**src/rtl/sdram_arbit_resp.sv**
```systemverilog
// SDRAM write/read/refresh arbiter and ack-window responder for the FIFO controller.
// Define ARB_RR_EN for round-robin write/read tie-breaking (default: write wins).
module sdram_arbit_resp #(
    parameter int unsigned T_RCD   = 3,
    parameter int unsigned T_RP    = 3,
    parameter int unsigned T_RC    = 8,
    parameter int unsigned CAS_LAT = 3,
    parameter int unsigned REF_PER = 750
) (
    input  logic        clk,
    input  logic        rst_n,
    input  logic        init_done,
    input  logic        sdram_wr_req,
    input  logic [23:0] sdram_wr_addr,
    input  logic [9:0]  wr_burst_len,
    input  logic [15:0] sdram_wr_data,
    output logic        sdram_wr_ack,
    input  logic        sdram_rd_req,
    input  logic [23:0] sdram_rd_addr,
    input  logic [9:0]  rd_burst_len,
    output logic        sdram_rd_ack,
    output logic [15:0] sdram_rd_data,
    output logic [3:0]  sdram_cmd,
    output logic [1:0]  sdram_ba,
    output logic [12:0] sdram_a,
    input  logic [15:0] sdram_dq_in,
    output logic [15:0] sdram_dq_out,
    output logic        sdram_dq_oe
);

    localparam logic [3:0] CMD_NOP = 4'b0111;
    localparam logic [3:0] CMD_ACT = 4'b0011;
    localparam logic [3:0] CMD_RD  = 4'b0101;
    localparam logic [3:0] CMD_WR  = 4'b0100;
    localparam logic [3:0] CMD_BST = 4'b0110;
    localparam logic [3:0] CMD_PRE = 4'b0010;
    localparam logic [3:0] CMD_REF = 4'b0001;

    localparam int RW = $clog2(REF_PER);
    localparam logic [RW-1:0] REF_LAST = RW'(REF_PER - 1);
    localparam logic [10:0] RCD_LAST = 11'(T_RCD - 2);
    localparam logic [10:0] RP_LAST  = 11'(T_RP - 2);
    localparam logic [10:0] RC_LAST  = 11'(T_RC - 2);
    localparam logic [10:0] CAS      = 11'(CAS_LAT);

    typedef enum logic [3:0] {
        S_IDLE, S_REF, S_REF_W, S_ACT, S_RCD_W, S_WR,
        S_RD, S_RD_W, S_BST, S_PRE, S_PRE_W
    } state_t;

    state_t        state, state_nx;
    logic [10:0]   cnt;
    logic [RW-1:0] ref_cnt;
    logic          ref_pend;
    logic          op_wr;
    logic [23:0]   addr_q;
    logic [9:0]    len_q;
    logic [10:0]   len_m1;
    logic          wr_ok, rd_ok, pick_wr, pick_rd, grant;

`ifdef ARB_RR_EN
    logic          last_wr;
`endif

    assign wr_ok = sdram_wr_req && (wr_burst_len != 10'd0);
    assign rd_ok = sdram_rd_req && (rd_burst_len != 10'd0);

`ifdef ARB_RR_EN
    assign pick_wr = wr_ok && (!rd_ok || !last_wr);
`else
    assign pick_wr = wr_ok;
`endif
    assign pick_rd = rd_ok && !pick_wr;

    assign grant  = (state == S_IDLE) && init_done && !ref_pend
                  && (pick_wr || pick_rd);
    assign len_m1 = {1'b0, len_q} - 11'd1;

    assign sdram_dq_out = sdram_wr_data;

    // State register; cnt counts cycles spent in the current state
    always_ff @(posedge clk) begin
        if (!rst_n) begin
            state <= S_IDLE;
            cnt   <= '0;
        end else begin
            state <= state_nx;
            if (state_nx != state || state == S_IDLE)
                cnt <= '0;
            else
                cnt <= cnt + 11'd1;
        end
    end

    always_ff @(posedge clk) begin
        if (!rst_n) begin
            addr_q  <= '0;
            len_q   <= '0;
            op_wr   <= 1'b0;
`ifdef ARB_RR_EN
            last_wr <= 1'b0;
`endif
        end else if (grant) begin
            addr_q  <= pick_wr ? sdram_wr_addr : sdram_rd_addr;
            len_q   <= pick_wr ? wr_burst_len : rd_burst_len;
            op_wr   <= pick_wr;
`ifdef ARB_RR_EN
            last_wr <= pick_wr;
`endif
        end
    end

    // Refresh timer; a new due refresh wins over the clear from AREF
    always_ff @(posedge clk) begin
        if (!rst_n) begin
            ref_cnt  <= '0;
            ref_pend <= 1'b0;
        end else begin
            if (init_done)
                ref_cnt <= (ref_cnt == REF_LAST) ? '0 : ref_cnt + RW'(1);
            if (init_done && ref_cnt == REF_LAST)
                ref_pend <= 1'b1;
            else if (state == S_REF)
                ref_pend <= 1'b0;
        end
    end

    always_ff @(posedge clk) begin
        if (!rst_n)
            sdram_rd_data <= '0;
        else
            sdram_rd_data <= sdram_dq_in;
    end

    always_comb begin
        state_nx = state;
        unique case (state)
            S_IDLE: begin
                if (init_done && ref_pend)
                    state_nx = S_REF;
                else if (grant)
                    state_nx = S_ACT;
            end
            S_REF:   state_nx = S_REF_W;
            S_REF_W: if (cnt == RC_LAST) state_nx = S_IDLE;
            S_ACT:   state_nx = S_RCD_W;
            S_RCD_W: if (cnt == RCD_LAST) state_nx = op_wr ? S_WR : S_RD;
            S_WR:    if (cnt == len_m1) state_nx = S_BST;
            S_BST:   state_nx = S_PRE;
            S_RD:    state_nx = S_RD_W;
            S_RD_W:  if (cnt == CAS + len_m1) state_nx = S_PRE;
            S_PRE:   state_nx = S_PRE_W;
            S_PRE_W: if (cnt == RP_LAST) state_nx = S_IDLE;
            default: state_nx = S_IDLE;
        endcase
    end

    // Read acks line up with the registered data: CAS_LAT+1 after RD
    always_comb begin
        sdram_cmd    = CMD_NOP;
        sdram_ba     = 2'd0;
        sdram_a      = 13'd0;
        sdram_wr_ack = 1'b0;
        sdram_rd_ack = 1'b0;
        sdram_dq_oe  = 1'b0;
        unique case (state)
            S_REF: sdram_cmd = CMD_REF;
            S_ACT: begin
                sdram_cmd = CMD_ACT;
                sdram_ba  = addr_q[23:22];
                sdram_a   = addr_q[21:9];
            end
            S_RCD_W: sdram_wr_ack = op_wr && (cnt == RCD_LAST);
            S_WR: begin
                sdram_dq_oe  = 1'b1;
                sdram_wr_ack = (cnt != len_m1);
                if (cnt == 11'd0) begin
                    sdram_cmd = CMD_WR;
                    sdram_ba  = addr_q[23:22];
                    sdram_a   = {4'b0, addr_q[8:0]};
                end
            end
            S_BST: sdram_cmd = CMD_BST;
            S_RD: begin
                sdram_cmd = CMD_RD;
                sdram_ba  = addr_q[23:22];
                sdram_a   = {4'b0, addr_q[8:0]};
            end
            S_RD_W: begin
                if (cnt == len_m1)
                    sdram_cmd = CMD_BST;
                sdram_rd_ack = (cnt >= CAS) && (cnt <= CAS + len_m1);
            end
            S_PRE: begin
                sdram_cmd = CMD_PRE;
                sdram_a   = 13'h0400;
            end
            default: ;
        endcase
    end

endmodule

```
**config.mk**
```make
export PLATFORM = sky130hd
export DESIGN_NAME = sdram_arbit_resp
export DESIGN_NICKNAME = d
export VERILOG_FILES = /design/src/rtl/sdram_arbit_resp.sv
export SDC_FILE = /design/constraint.sdc
export NUM_CORES = 1
export LEC_CHECK = 0
export BUFFER_PORTS_ARGS = -buffer_cell sky130_fd_sc_hd__buf_2
export CAP_MARGIN = 25
export CORE_UTILIZATION = 52
export DETAILED_ROUTE_END_ITERATION = 8
export PLACE_DENSITY = 0.8
export SLEW_MARGIN = 20
export SYNTH_ARGS = -nofsm -noshare
export SYNTH_HDL_FRONTEND = slang
export SYNTH_SLANG_ARGS = --single-unit
```
**constraint.sdc**
```tcl
create_clock -name clk -period 4.7 [get_ports clk]
set_clock_uncertainty 0.2 [all_clocks]
set_input_delay 0.705 -clock clk [delete_from_list [all_inputs] [get_ports clk]]
set_output_delay 0.705 -clock clk [all_outputs]
set_load 0.03 [all_outputs]
```
==> impl_summary.txt <==
----------------------------------------------------
[Power]
  Flop pwr share ... 37.9%
  Int Power ... around 1.3 mW
  Combinational share of power ... between 30% and 40%
  Maximum VDD drop ... 0.1524 mV
  Power, Total ... 2.079 mW
  Switching power total ... around 0.78 mW
  Clock share of power ... between 20% and 30%
  Power per unit of standard cell area ... approximately 350 nW/um^2
  Switch share ... a little under two fifths
  Static Leakage ... roughly 2.5 nW

[CTS]
  Clock-pin slew on the worst setup and hold paths ... approximately 0.090 ns
  Root cell of the clock tree ... sky130_fd_sc_hd__clkbuf_8
  Insertion delay to the later sink of the worst-skew pair ... roughly 0.36 ns
  Clk buf depth ... 2
  Hold_buf cts ... 0
  CTS sink cnt ... between 70 and 80
  TritonCTS clock tree ... built
  Number of buffers created by CTS ... 9
  Max H-tree Level ... 3

[Synthesis]
  Synthesized cell area ... roughly 5000 um^2
  Ys flop type ... sky130_fd_sc_hd__dfxtp_1
  Synth warnings ... 0
  Cell count after synthesis ... 605
  Synthesis-stage register bit count ... 77
  Share of async-settable or async-resettable flops after synthesis ... 0%
  Share of synthesized area occupied by flip-flops and latches ... between 30 and 40%
  Number of distinct library cells after synthesis ... 68
  Post-Synthesis Mean Instance Area ... 8.423 um^2
  Post-synth EDFFs ... 0
  Post-Synthesis Net Count ... 730

[Placement]
  Placer Congestion ... 1.010
  Quantity of I/O buffers inserted on ports ... between 100 and 150
  DPL Wire Length ... slightly below 10 mm
  Worst setup timing slack at the placement stage ... roughly 0.36 ns

[Worst setup path]
  Startpoint type of the worst setup path ... flop
  Slowest CP cell ... sky130_fd_sc_hd__dfxtp_4
  Category of the worst setup path capture point ... primary output
  Worst path required time ... roughly 3.8 ns
  Cells along the critical path ... inv_1 > ha_4 > and2b_2 > xnor2_1 > nor3_1 > buf_4 > mux2i_1 > a32oi_1 > xor2_1 > ha_1 > a21o_1 > a21o_1 > a21o_1 > nor2_1 > a21oi_1 > o21ai_1 > buf_4
  Category of the most critical setup path ... flop to primary output
  Critical path fanouts, max ... 7
  Cell seen most often among critical-path stages ... sky130_fd_sc_hd__a21o_1
  Delay of the slowest cell on the worst path ... 0.39 ns
  Critical path arrival ... about 3.6 ns

[Floorplanning]
  Initial core utilization ... 54.38%
  Number of top-level pins ... between 150 and 200
  Die area ... 10,200 um^2
  Core region area ... between 9000 and 10,000 um^2
  Standard-cell rows ... 35
  Horizontal extent of the die ... around 100 um
  Die outline height ... 101.0 um

[Run]
  Max Cap Violations ... 0

[Global routing]
  Overflow left after global routing ... 0
  Number of global-route vias before repair ... around 4,600
  Initial antenna violation count ... 0
  Overall fraction of global-route tracks in use ... a little over a quarter
  Maximum number of pins on one net before global-route repair ... 64
  Global-route wire length before repair ... around 22 mm

[Timing]
  Transition time at the pin with the least slew margin ... between 0.8 and 0.9 ns
  Min Hold Slack ... roughly 0.30 ns
  Post-route fraction of the period consumed by the critical path ... a little over nine tenths
  Count of final setup violators ... 0
  Endpoints failing hold ... 0
  Number of pins exceeding their max-slew limit in the final report ... 0
  Slew HR ... 42.02%
  Top achievable clock speed ... 0.2225 GHz
  Post-Route Setup TNS ... 0 ns
  Minimum period implied by the final worst setup slack ... approximately 4.5 ns
  Final Worst Setup Slack ... slightly above 0.2 ns

[Route]
  TritonRoute pass-1 iters ... 5
  Post-Route WL ... between 10 and 15 mm
  Antenna Nets Post-Route ... 0
  Detail-routed via count per cell ... around 6
  Average detailed-routed wire length per instance ... ~16 um
  Overall via count from detail_route ... approximately 4,800
  DRC errors left ... 0
  DRC marker count from the first detailed-route iteration ... 417

[Layout]
  Commonest non-fill, non-tap cell in the layout ... sky130_fd_sc_hd__buf_2
  NumNets Final ... just over 800
  Fraction of layout cells with a size suffix above 1 ... roughly a quarter
  Commonest cells after routing, fill and taps aside ... sky130_fd_sc_hd__buf_2, sky130_fd_sc_hd__dfxtp_1, sky130_fd_sc_hd__nor2_1
  Filler Cells Inserted ... roughly 840
  Layout-stage area growth over the synthesis result ... 16.25%
  Number of antenna cells inserted ... 0

[Run status]
  Status ... completed

[Hold path]
  Tightest Hold Check Type ... flop to flop

----------------------------------------------------
==> state kept, by name, indices dropped and copies added (netlist names) <==
name / count
cnt: 11
ref_cnt: 10
addr_q: 24
sdram_rd_data: 16
state: 4
op_wr: 1
len_q: 10
ref_pend: 1
==> metrics by stage <==
stage / area (um^2) / std cells / util [%]
2_1_floorplan: 5096 / 605 / -
3_3_place_gp: 5625 / 802 / 60.03
3_5_place_dp: 5625 / 802 / 60.03
4_1_cts: 5842 / 818 / 62.34
5_1_grt: 5924 / 822 / 63.22
6_report: 5924 / 822 / 63.22
==> cell families (layout without fill, tap and decap cells) <==
group / Yosys count / after routing / share of synthesized area [%]
AO/OA/AOI/OAI: 135 / 135 / 19.32
flip-flops: 77 / 77 / 30.25
XOR/XNOR: 38 / 38 / 7.390
AND/OR/NAND/NOR: 218 / 218 / 23.45
buffers and inverters: 81 / 169 / 7.734
multiplexers: 35 / 35 / 6.875
adder cells (fa/ha/maj): 20 / 20 / 4.910
other: 1 / 1 / 0.07359
==> layer usage <==
| layer | GRT usage, % | wire length [um] | up-vias |
|---|---|---|---|
| met2 | 45.57 | 6516 | 248 |
| met4 | 9.142 | 222 | 0 |
| met5 | 0 | 0 | - |
| li1 | - | - | 2340 |
| met1 | 32.23 | 5579 | 2188 |
| met3 | 6.519 | 974 | 30 |
==> worst paths after layout <==
kind,startpoint,endpoint,slack (ns),cells past startpoint
max,len_q[2]$_SDFFE_PN0P_,sdram_rd_ack,0.21,17
min,addr_q[18]$_SDFFE_PN0P_,addr_q[18]$_SDFFE_PN0P_,0.30,2
max reg2reg,len_q[0]$_SDFFE_PN0P_,cnt[4]$_SDFF_PP0_,0.31,17
min reg2reg,addr_q[18]$_SDFFE_PN0P_,addr_q[18]$_SDFFE_PN0P_,0.30,2
==> layout make-up <==
| type | count | area, um^2 | area share, % |
|---|---|---|---|
| repair buffers | 137 | 718.2 | 12.12 |
| clock buffers | 9 | 123.9 | 2.091 |
| clock inverters | 7 | 91.34 | 1.542 |
| multi-input cells | 447 | 3222 | 54.38 |
| inverters | 16 | 60.06 | 1.014 |
| flip-flops and latches | 77 | 1548 | 26.12 |
| well taps | 129 | 161.4 | 2.724 |
==> critical path, delay by kind of cell (launching register included) <==
kind                       cells  cell delay, ns
muxes                          1            0.19
adders and majority gates      2            0.52
DFF                            1            0.39
AOI/OAI and AO/OA              6            0.86
xor gates and xnor gates       2            0.32
buffers and inverters          3            0.42
and+or+nand+nor                3            0.54
==> timing repair <==
item / 4_1_cts / 5_1_grt
resized for setup: 1 / 15
buffers inserted: 0 / 4
endpoints found under the setup margin: 1 / 2
pin swaps: 0 / 4
==> cells in the mapped netlist, drive strengths merged, types with 2 or more instances <==
cell     count  area (um^2)
nand2       25        93.84
o2111ai      2        17.52
nor3        11        55.05
dfxtp       77         1541
a41o         2        20.02
nand3b       3        22.52
o32ai        2        17.52
xor2        18        157.7
buf         33        212.7
or3         14        87.58
and3         4        25.02
inv         16        60.06
nand3       17        85.08
clkbuf      32        121.4
xnor2       17        148.9
a22o        10        87.58
a21o         5        37.54
and2        23        143.9
a22oi        2        15.01
nand2b       8        50.05
a21oi       20        100.1
nor2        70        262.8
ha          20        250.2
nor4        10        92.59
and3b        3        26.28
mux2i       35        350.3
nor3b        5        37.54
o211ai       3        22.52
nor2b        7        43.79
a221oi       2        23.77
o21a         5        37.54
o21ai       14        73.82
or3b         2        17.52
a31oi        4        25.02
nor4b        4        62.56
o41ai        2        17.52
xor3         2        47.55
nand4        8        50.05
a211oi      48        360.4
==> power groups by stage <==
| stage | clock, mW | combinational, mW | sequential, mW |
|---|---|---|---|
| CTS | 0.550 | 0.701 | 0.784 |
| floorplan | 0 | 0.574 | 0.766 |
| global placement | 0 | 0.671 | 0.795 |
| global route | 0.584 | 0.826 | 0.798 |
| finish | 0.538 | 0.752 | 0.788 |
| detailed placement | 0 | 0.696 | 0.799 |
Note: power is estimated with default switching activity, not from simulation.
